**config.mk**
```make
export PLATFORM = sky130hd
export DESIGN_NAME = lfsr_rand_range
export DESIGN_NICKNAME = d
export VERILOG_FILES = /design/src/rtl/rand_pkg.sv /design/src/rtl/lfsr_core.sv /design/src/rtl/lfsr_rand_range.sv
export SDC_FILE = /design/constraint.sdc
export NUM_CORES = 1
export LEC_CHECK = 0
export CAP_MARGIN = 0
export CELL_PAD_IN_SITES_DETAIL_PLACEMENT = 0
export CELL_PAD_IN_SITES_GLOBAL_PLACEMENT = 1
export CORE_MARGIN = 4
export CORE_UTILIZATION = 37
export DETAILED_ROUTE_END_ITERATION = 7
export GPL_TIMING_DRIVEN = 0
export MAX_ROUTING_LAYER = met4
export PLACE_DENSITY_LB_ADDON = 0.1
export SLEW_MARGIN = 20
export SYNTH_ARGS = -nofsm -noshare
export SYNTH_HDL_FRONTEND = slang
export SYNTH_SLANG_ARGS = --single-unit
```
**constraint.sdc**
```tcl
create_clock -name clk -period 2 [get_ports clk]
set_input_delay 0.4 -clock clk [delete_from_list [all_inputs] [get_ports clk]]
set_output_delay 0.4 -clock clk [all_outputs]
set_load 0.02 [all_outputs]
```
**src/rtl/rand_pkg.sv**
```systemverilog
// Shared definitions for the ranged LFSR random source: tap masks, FSM encoding,
// and a parameter-legality guard used at elaboration.
package rand_pkg;

  typedef enum logic [1:0] {
    IDLE   = 2'd0,
    SEARCH = 2'd1,
    HOLD   = 2'd2
  } rand_state_e;

  // Low-order terms of a primitive polynomial of degree width; bit k set means
  // r[k] feeds the XOR that enters at the MSB.
  function automatic logic [15:0] TAPS(input int width);
    case (width)
      3:       TAPS = 16'h0003;
      4:       TAPS = 16'h0003;
      5:       TAPS = 16'h0005;
      6:       TAPS = 16'h0003;
      7:       TAPS = 16'h0003;
      8:       TAPS = 16'h001D;
      9:       TAPS = 16'h0011;
      10:      TAPS = 16'h0009;
      11:      TAPS = 16'h0005;
      12:      TAPS = 16'h0053;
      13:      TAPS = 16'h001B;
      14:      TAPS = 16'h0443;
      15:      TAPS = 16'h0003;
      16:      TAPS = 16'h100B;
      default: TAPS = 16'h0003;
    endcase
  endfunction

endpackage

`define RAND_PARAM_CHECK(label, cond) \
  if (!(cond)) begin : label \
    $error("lfsr_rand_range: illegal parameter set"); \
  end

```
**src/rtl/lfsr_core.sv**
```systemverilog
// Right-shifting Fibonacci LFSR with seed load; a zero seed is replaced by 1
// so the all-zero lock-up state can never be entered.
module lfsr_core
  import rand_pkg::*;
#(
  parameter int WIDTH = 8,
  parameter int SEED  = 1
) (
  input  logic             clk,
  input  logic             reset,
  input  logic             adv,
  input  logic             load,
  input  logic [WIDTH-1:0] load_val,
  output logic [WIDTH-1:0] q
);

  localparam logic [15:0]      TAP_MASK = TAPS(WIDTH);
  localparam logic [WIDTH-1:0] SEED_V   = WIDTH'(SEED);

  logic fb;
  assign fb = ^(q & TAP_MASK[WIDTH-1:0]);

  always_ff @(posedge clk or posedge reset) begin
    if (reset) begin
      q <= SEED_V;
    end else if (load) begin
      q <= (load_val == '0) ? WIDTH'(1) : load_val;
    end else if (adv) begin
      q <= {fb, q[WIDTH-1:1]};
    end
  end

endmodule

```
**src/rtl/lfsr_rand_range.sv**
```systemverilog
// Ranged random source: rejection-samples the LFSR low bits into [0, RANGE_MAX)
// and falls back to cand-RANGE_MAX after MAX_TRIES rejections.
module lfsr_rand_range
  import rand_pkg::*;
#(
  parameter int WIDTH     = 8,
  parameter int OUT_W     = 6,
  parameter int RANGE_MAX = 40,
  parameter int SEED      = 1,
  parameter int MAX_TRIES = 16
) (
  input  logic             clk,
  input  logic             reset,
  input  logic             step_en,
  input  logic             seed_load,
  input  logic [WIDTH-1:0] seed_in,
  input  logic             req,
  output logic             rand_valid,
  input  logic             rand_ready,
  output logic [OUT_W-1:0] rand_out,
  output logic             fallback,
  output logic             busy,
  output logic [WIDTH-1:0] raw_q
);

  `RAND_PARAM_CHECK(g_param_check,
    (WIDTH >= 3) && (WIDTH <= 16) && (OUT_W >= 1) && (OUT_W <= WIDTH) &&
    (RANGE_MAX > (1 << (OUT_W - 1))) && (RANGE_MAX <= (1 << OUT_W)) &&
    ((SEED & ((1 << WIDTH) - 1)) != 0) && (MAX_TRIES >= 1))

  localparam int              TW   = $clog2(MAX_TRIES + 1);
  localparam logic [TW-1:0]   LAST = TW'(MAX_TRIES - 1);
  localparam logic [OUT_W:0]  RMAX = (OUT_W + 1)'(RANGE_MAX);

  rand_state_e     state;
  logic [TW-1:0]   tries;
  logic [WIDTH-1:0] r;
  logic            adv;
  logic [OUT_W:0]  cand_x;

  // SEARCH consumes one LFSR state per cycle; elsewhere the LFSR only moves on step_en.
  assign adv    = (state == SEARCH) || step_en;
  assign cand_x = {1'b0, r[OUT_W-1:0]};

  lfsr_core #(
    .WIDTH (WIDTH),
    .SEED  (SEED)
  ) u_lfsr (
    .clk      (clk),
    .reset    (reset),
    .adv      (adv),
    .load     (seed_load),
    .load_val (seed_in),
    .q        (r)
  );

  always_ff @(posedge clk or posedge reset) begin
    if (reset) begin
      state    <= IDLE;
      tries    <= '0;
      rand_out <= '0;
      fallback <= 1'b0;
    end else begin
      case (state)
        IDLE: begin
          if (req) begin
            state <= SEARCH;
            tries <= '0;
          end
        end
        SEARCH: begin
          if (cand_x < RMAX) begin
            rand_out <= cand_x[OUT_W-1:0];
            fallback <= 1'b0;
            state    <= HOLD;
          end else if (tries == LAST) begin
            // cand < 2^OUT_W <= 2*RANGE_MAX, so the difference is already in range
            rand_out <= OUT_W'(cand_x - RMAX);
            fallback <= 1'b1;
            state    <= HOLD;
          end else begin
            tries <= tries + 1'b1;
          end
        end
        HOLD: begin
          if (rand_ready) state <= IDLE;
        end
        default: state <= IDLE;
      endcase
    end
  end

  assign rand_valid = (state == HOLD);
  assign busy       = (state == SEARCH);
  assign raw_q      = r;

endmodule
```
### Word-level counts from Yosys, hierarchy flattened

Index checks and enable logic that the tools add are counted.

| storage, ports and cells | value |
|---|---|
| flip-flop bits (word level) | 22 |
| logic and storage cells | 42 |

| cells by class | value |
|---|---|
| multiplexer cells | 16 |
| magnitude comparators | 1 |
| equal/unequal tests | 8 |
| reductions and logical operators | 10 |
| add/subtract/negate cells | 2 |

Operators with widths:

| kind | number |
|---|---|
| 2-to-1 mux 8 bit | 3 |
| 2-to-1 mux 5 bit | 3 |
| 2-to-1 mux 6 bit | 2 |
| one-hot mux 5 bit (2 select lines) | 1 |
| zero test 8 bit | 1 |
| 2-to-1 mux 2 bit | 4 |
| parity 8 bit | 1 |
| < comparator 6 bit, second input constant | 1 |
| inequality test 2 bit, second input constant | 3 |
| one-hot mux 2 bit (3 select lines) | 1 |
| nonzero test 2 bit | 3 |
| subtractor 6 bit, second input constant | 1 |
| adder 5 x 1 -> 5 bit, second input constant | 1 |
| == test 5 x 4 -> 1 bit, second input constant | 1 |
| AND reduction 4 bit | 1 |
| inequality test 3 x 1 -> 1 bit, second input constant | 1 |
| AND reduction 3 bit | 1 |
| == test 2 x 1 -> 1 bit, second input constant | 1 |
| == test 2 bit, second input constant | 1 |
| zero test 2 bit | 1 |
| 2-to-1 mux 1 bit | 2 |
| inequality test 2 x 1 -> 1 bit, second input constant | 1 |
| AND reduction 2 bit | 1 |
| logical OR 1 bit | 1 |

### Logic depth before layout (Yosys ltp)

Gate-level depths: netlist (run 1).

| depth | value |
|---|---|
| depth in word-level cells | 4 |
| depth in mapped cells | 6 |

### By module

Synthesis (run 1) repeated with hierarchy kept, for this count alone.

| unflattened totals | value |
|---|---|
| cells, all modules | 106 |
| area, all modules | 1129.8 um^2 |

Modules (own cells, without submodules):

| module | sequential area each (um^2) | area an instance (um^2) | times used | cells each |
|---|---|---|---|---|
| lfsr_rand_range | 350.3 | 708.2 | 1 | 63 |
| lfsr_core | 201.4 | 421.7 | 1 | 43 |

### Worst setup path after synthesis (run 1)

Ideal clock, no wire load.

| timing | value |
|---|---|
| path kind | register to register |
| start point | register tries[0] |
| end point | register tries[4] |
| path slack | 0.190 ns |
| stages on the path, launching flop included | 7 |
| data arrival time | 1.691 ns |
| library setup time | 0.120 ns |
| buffers on the path | 1 |
| cell sequence | dfrtp_1 ha_1 and3_1 ha_1 clkbuf_2 or3_1 a31o_1 |

| on the way | value |
|---|---|
| cells in the longest elaborated chain, start to end | 4 |
| elaborated cells between the ends (all ways) | 7 |

Ends and longest elaborated chain:

| item | RTL line | source |
|---|---|---|
| start, declared | lfsr_rand_range.sv:36 | `logic [TW-1:0] tries;` |
| start signal, assigned | lfsr_rand_range.sv:82 | `tries <= tries + 1'b1;` |
| adder 5 x 1 -> 5 bit | lfsr_rand_range.sv:82 |  |
| 2-to-1 mux 5 bit | lfsr_rand_range.sv:76 | `end else if (tries == LAST) begin` |
| 2-to-1 mux 5 bit | lfsr_rand_range.sv:72 | `if (cand_x < RMAX) begin` |
| one-hot mux 5 bit (2 select lines) | lfsr_rand_range.sv:64 | `case (state)` |

Several ways; a longest one is shown, not always the timed one. The select of a mux whose other input is x is not followed.
A chain may end at the register's enable or synchronous reset.

### Worst setup path after layout (run 1)

| timing | value |
|---|---|
| start point | register u_lfsr.q[3] |
| end point | output port raw_q[3] |

RTL lines:

| item | RTL line | source |
|---|---|---|
| start, declared | lfsr_core.sv:14 | `output logic [WIDTH-1:0] q` |
| start signal, assigned | lfsr_core.sv:27 | `q <= (load_val == '0) ? WIDTH'(1) : load_val;` |
| start signal, assigned | lfsr_core.sv:29 | `q <= {fb, q[WIDTH-1:1]};` |
| end, declared | lfsr_rand_range.sv:23 | `output logic [WIDTH-1:0] raw_q` |

No word-level cell between the ends.

==> out/summary.txt, run 1 <==
Crit path DAT: 1.52 ns
Vias: 895
Sequential area share after synthesis: 47.2%
Synth top cells by count: dfrtp_1 (21), mux2i_1 (13), inv_1 (10)
Per-cell routed wire length: 13.5 um
Int Pwr: 1.19 mW
Setup slack after layout: 0.0821 ns
Min Tclk post-route: 1.92 ns
Clock share of power: 12.6%
Crit start category: register
Clock skew: 0.00141 ns
Postcts setup bufs: 0
DRT Wirelength: 2440 um
CTS buffer count: 3
Post-DP HPWL: 1880 um
Unrepaired setup endpoints after global routing: no
Die Span Y: 64.2 um
Antenna violations before repair: 0
Die width: 64.2 um
Tot GR Track Use: 13.0%
PD cells: 1270 nW/um^2
Top-count cell post-synth: dfrtp_1
Overflow after GRT: 0
Crit-path max FO: 8
Top delay family on crit path: buffers and inverters
Overall power: 1.98 mW
Die area: 4120 um^2
Routed Antenna Nets: 0
Vias in the first global route: 914
Max layer used: met4
Fin area: 1560 um^2
Sink Count: 22
Post-synth ARST share: 100%
Power share of the sequential group: 36.3%
Cell row count: 20
Slew @ Worst Pin: 0.834 ns
Syn. warnings: 0
Diode count: 0
Most used DFF post-synth: dfrtp_1
Critical path class: register to output pin
Share of the synthesized area in the top cell type: 45.0%
CP endpoint kind: output pin
Cell area after synthesis: 1170 um^2
Post-synth EDFFs: 0
Clk buf depth: 2
Final #Nets: 155
Syn_nets: 121
Largest net degree at the start of global routing: 23
Yosys cell types: 33
Tcrit/Tclk final: 95.9%
Largest stage delay on the critical path: 0.67 ns
Leakage Power: 0.652 nW
Latest clock arrival within the worst-skew pair: 0.31 ns
GPL Wtd Cong: 0.778
Critical path's slowest cell: clkdlybuf4s50_1
DP Area: 1520 um^2
Synthesized instance count: 104
NetSw: 0.790 mW
Comb power frac: 51.1%
Metal3 WL: 145 um
Io pins: 31
Normalized max-slew margin: 44.3%
DRC violations left: 0
Max_cap viols: 0
Worst Hold Class: register to register
Routed length on met1: 1250 um
Synthesized flop and latch total: 22
Footprint of the multi-input gates: 547 um^2
Synth top area cells: dfrtp_1 (45%), mux2i_1 (11%), mux2_2 (4.8%)
Initial DRC Count: 32
Layout area overhead: 33.5%
Layout cells sized above 1: 14.6%
Setup Slack @ Placement: 0.0623 ns
CORE AREA: 3030 um^2
Root Driver: clkbuf_4
Worst path bufs/invs: 1
Initial Util: 38.6%
Status: finished, final reports clean
Clock Pin Slew Worst Setup and Hold Paths: 0.12 ns
Syn_area_per_cell: 11.2 um^2
H-tree depth: 1
Via-to-Cell Ratio: 4.94
Fmax: 521 MHz
Worst-path cell chain: clkdlybuf4s50_1
FF+latch area: 553 um^2
Layout fillers: 283
Pre-antenna DRT Iters: 4
Worst endpoint required time: 1.60 ns
CTS tree: yes
Final hold violation count: 0
Total Neg Setup Slack: 0 ns
Final Slew Violations: 0
Leading area contributor after synthesis: dfrtp_1
First-pass GRT wire length: 4120 um
Peak supply drop: 0.511 mV
Switching part of the total power: 39.8%
Wire length on met2: 1030 um
Port bufs: 30
Setup violators final: 0
[stage by stage]
stage               cells  util, %  hold WS, ns
floorplan             104        -        0.388
global placement      178     50.3        0.466
detailed placement    178     50.3        0.477
CTS                   182     51.5        0.494
global route          181     51.5        0.520
finish                181     51.5        0.491
[cell families after synthesis]
group,count (synthesis),share of synthesized area [%]
flops,22,47.2
fa+ha+maj,3,3.21
compound gates,20,12.8
mux,18,16.0
simple gates,23,12.5
buf+inv,15,6.00
xor+xnor,3,2.25
[power by group through the flow]
| stage | Combinational (mW) | Sequential (mW) | Clock [mW] |
|---|---|---|---|
| 6_report | 1.01 | 0.721 | 0.249 |
| 5_1_grt | 1.09 | 0.746 | 0.268 |
| 4_1_cts | 1.01 | 0.721 | 0.261 |
| 3_5_place_dp | 1.02 | 0.732 | 0 |
| 3_3_place_gp | 1.01 | 0.725 | 0 |
| 2_1_floorplan | 0.490 | 0.850 | 0 |
[layout by cell type (no fill, tap or decap)]
cell / count
or3_1: 1
a21oi_1: 5
inv_1: 10
dfrtp_2: 1
xnor2_1: 3
nand3b_1: 1
o21ai_4: 2
buf_4: 1
nand3_1: 2
nor4b_1: 1
nand2b_1: 2
a211oi_1: 1
nor2_1: 1
nand2_1: 3
nor4_1: 4
and3_1: 1
dfrtp_1: 20
a221oi_1: 1
clkbuf_4: 3
clkinvlp_4: 1
clkdlybuf4s15_1: 1
mux2_2: 5
a31o_1: 1
a31oi_1: 1
nor3_4: 1
clkdlybuf4s50_1: 29
o31ai_4: 1
mux2i_1: 13
o21ai_0: 8
ha_1: 3
clkbuf_8: 1
buf_6: 1
dfstp_2: 1
nor3_1: 1
buf_2: 1
nand4_1: 4
or3b_2: 1
[sequential cells by signal, summed over array words and instances, names as in the netlist]
register and count:
state 2, rand_out 6, fallback 1, u_lfsr.q 8
tries 5
[path summary, 6_finish.rpt]
path                             start     endpoint  slack, ns  cells past startpoint
setup / recovery           u_lfsr.q[3]     raw_q[3]       0.08                      1
hold / removal                tries[3]     tries[3]       0.49                      1
setup reg to reg              tries[0]     tries[4]       0.09                      5
hold reg to reg               tries[3]     tries[3]       0.49                      1
max in group asynchronous        reset  u_lfsr.q[5]       0.89                      2
min in group asynchronous        reset     state[1]       0.54                      2
[routing by layer]
metal  global-route usage (%)  vias up
met1                     18.2      427
met2                     18.7       25
met5                        -        -
met4                     4.75        0
met3                     2.64        2
li1                         -      441
[what timing repair did]
| item | in CTS | in global routing |
|---|---|---|
| hold endpoints to repair | 0 | 0 |
| pin swaps | 0 | 1 |
| resized for setup | 1 | 3 |
| setup endpoints to repair | 1 | 8 |
| hold buffers | 0 | 0 |
[cell type report]
class	count	area share (%)
clock buffer	4	2.33
timing repair buffer	30	19.2
multi-input combinational	67	35.0
inverter	11	2.89
tap	44	3.53
buffer	3	1.52
sequential	22	35.4
Note: power is estimated with default switching activity, not from simulation.
==> inputs of run 2 (changes only) <==
Settings changed: CORE_MARGIN 4 to 1, SLEW_MARGIN 20 to 40.
==> run 2 against run 1 <==
  * Worst setup slack better by 0.0075 ns
  * Largest cell class unchanged
  * Critical path type unchanged
  * Die area down 18%
  * Register-to-register slack better by 0.09 ns
  * Via count rose by 0.45%
  * Clock-buffer cell count unchanged
  * Highest routed layer unchanged
  * Global-route usage grew 4.3 points
==> out/summary.txt, run 2 (same netlist as run 1, synthesis figures left out) <==
Grt met3 use: 2.90% (+0.27 points)
CTS buffer count: 3 (unchanged)
Slew @ Worst Pin: 0.463 ns (-0.371 ns)
Non-Filler Instances: 181 (unchanged)
Grt peak-use layer: met2
Critical path class: register to output pin
Clock Pin Slew Worst Setup and Hold Paths: 0.12 ns (about the same)
CORE AREA: 3030 um^2 (unchanged)
Final Slew Violations: 0 (unchanged)
Leakage Power: 0.662 nW (+1.5%)
Setup Slack @ Placement: 0.0692 ns (+0.00692 ns)
DRT Wirelength: 2400 um (-1.9%)
NetSw: 0.786 mW (-0.50%)
Final worst hold slack: 0.411 ns (-0.0802 ns)
Largest net degree at the start of global routing: 23 (unchanged)
Crit path DAT: 1.51 ns (about the same)
Final hold violation count: 0 (unchanged)
Most frequent cells in the layout: clkdlybuf4s50_1 (28), dfrtp_1 (20), mux2i_1 (13), inv_1 (9), o21ai_0 (8)
Per-cell routed wire length: 13.2 um (-1.9%)
GRT met1 Usage: 23.3% (+5.1 points)
Final Util: 51.4% (-0.12 points)
Critical path's slowest cell: clkdlybuf4s50_1
Total Neg Setup Slack: 0 ns (unchanged)
CTS tree: yes
Worst path bufs/invs: 1 (unchanged)
Worst-path cell chain: clkdlybuf4s50_1
Commonest non-fill, non-tap cell in the layout: clkdlybuf4s50_1
Root Driver: clkbuf_4
Overflow after GRT: 0 (unchanged)
Layout cells sized above 1: 16.1% (+1.5 points)
Die area: 3390 um^2 (-18%)
Worst Hold Class: input pin to async pin
Overall power: 1.95 mW (-1.9%)
Clk buf depth: 2 (unchanged)
Final #Nets: 155 (unchanged)
Crit Reg-Reg Startpoint: tries[0]
H-tree depth: 1 (unchanged)
Cell row count: 20 (unchanged)
PD cells: 1250 nW/um^2 (-1.6%)
Diode count: 0 (unchanged)
Int Pwr: 1.16 mW (-2.8%)
Met2 GRT Util: 25.8% (+7.1 points)
Layout area overhead: 33.2%
Initial DRC Count: 16 (-50%)
Min Tclk post-route: 1.91 ns (-0.00755 ns)
First-pass GRT wire length: 4240 um (+2.8%)
Io pins: 31 (unchanged)
Post-DP HPWL: 1840 um (-2.2%)
Die Span Y: 58.2 um (-9.3%)
CP endpoint kind: output pin
Setup slack after layout: 0.0897 ns (+0.00755 ns)
GPL Wtd Cong: 0.736 (-5.5%)
Sink Count: 22 (unchanged)
Status: finished, final reports clean
Vias in the first global route: 907 (-0.77%)
Pre-antenna DRT Iters: 6 (+2)
DP Area: 1520 um^2 (unchanged)
Routed Antenna Nets: 0 (unchanged)
Crit start category: register
Comb power frac: 51.8% (+0.7 points)
Fin area: 1560 um^2 (-0.24%)
Antenna violations before repair: 0 (unchanged)
Biggest regs: u_lfsr.q (8), rand_out (6), tries (5)
Tcrit/Tclk final: 95.5% (-0.38 points)
Crit-path max FO: 8 (unchanged)
DP Cell Count: 178 (unchanged)
Clock skew: 0.00180 ns (+0.000384 ns)
Post-cts hold buffer count: 0 (unchanged)
Die width: 58.2 um (-9.3%)
Via-to-Cell Ratio: 4.97 (+0.45%)
Unrepaired setup endpoints after global routing: no
Initial Util: 38.6% (unchanged)
Most flop-heavy register: u_lfsr.q
Peak supply drop: 0.471 mV (-7.9%)
Switching part of the total power: 40.4% (+0.56 points)
Tot GR Track Use: 17.3% (+4.3 points)
Clock share of power: 10.9% (-1.7 points)
Max reg flops: 8 (unchanged)
Largest stage delay on the critical path: 0.67 ns (about the same)
Power share of the sequential group: 37.4% (+1.1 points)
Critical Path Source: u_lfsr.q[3]
Worst endpoint required time: 1.60 ns (about the same)
Fmax: 523 MHz (+0.40%)
DRC violations left: 0 (unchanged)
Vias: 899 (+0.45%)
Postcts setup bufs: 0 (unchanged)
Port bufs: 30 (unchanged)
Normalized max-slew margin: 69.1% (+25 points)
Setup violators final: 0 (unchanged)
Max_cap viols: 0 (unchanged)
Latest clock arrival within the worst-skew pair: 0.30 ns (about the same)
Top delay family on crit path: buffers and inverters
run 2: repair_timing:
item | in CTS | in global routing
hold endpoints to repair | 0 | 0
endpoints found under the setup margin | 1 | 10
pin swaps | 0 | 1
resized for setup | 1 | 5
run 2: per-layer routing:
metal  wire (um)  up-vias  share of wire (%)
met5           0        -                  0
li1            -      443                  -
met3         113        4                4.7
met2        1090       25                 45
met1        1170      427                 49
met4          27        0                1.1
run 2: final cells by class:
type | count | area (um^2)
Buffer | 3 | 23.8
Sequential cell | 22 | 553
Clock buffer | 4 | 26.3
Timing Repair Buffer | 30 | 302
Multi-Input combinational cell | 67 | 552
Fill cell | 317 | 1470
Inverter | 11 | 45.0
Tap cell | 44 | 55.1
run 2: path summary, 6_finish.rpt:
kind | cells after the start | slack [ns] | end
worst min-delay path | 2 | 0.41 | state[1]
max in group asynchronous | 2 | 1.24 | u_lfsr.q[0]
worst max-delay path | 1 | 0.09 | raw_q[3]
min in group clk | 1 | 0.49 | tries[3]
worst min register to register | 1 | 0.49 | tries[3]
worst max register to register | 5 | 0.18 | tries[4]
run 2: power groups by stage:
stage | logic, mW | clock network, mW | registers [mW]
after floorplan | 0.490 | 0 | 0.850
after global placement | 1.00 | 0 | 0.724
after detailed placement | 1.01 | 0 | 0.736
after CTS | 1.01 | 0.221 | 0.726
after global routing | 1.10 | 0.245 | 0.755
final | 1.01 | 0.212 | 0.728
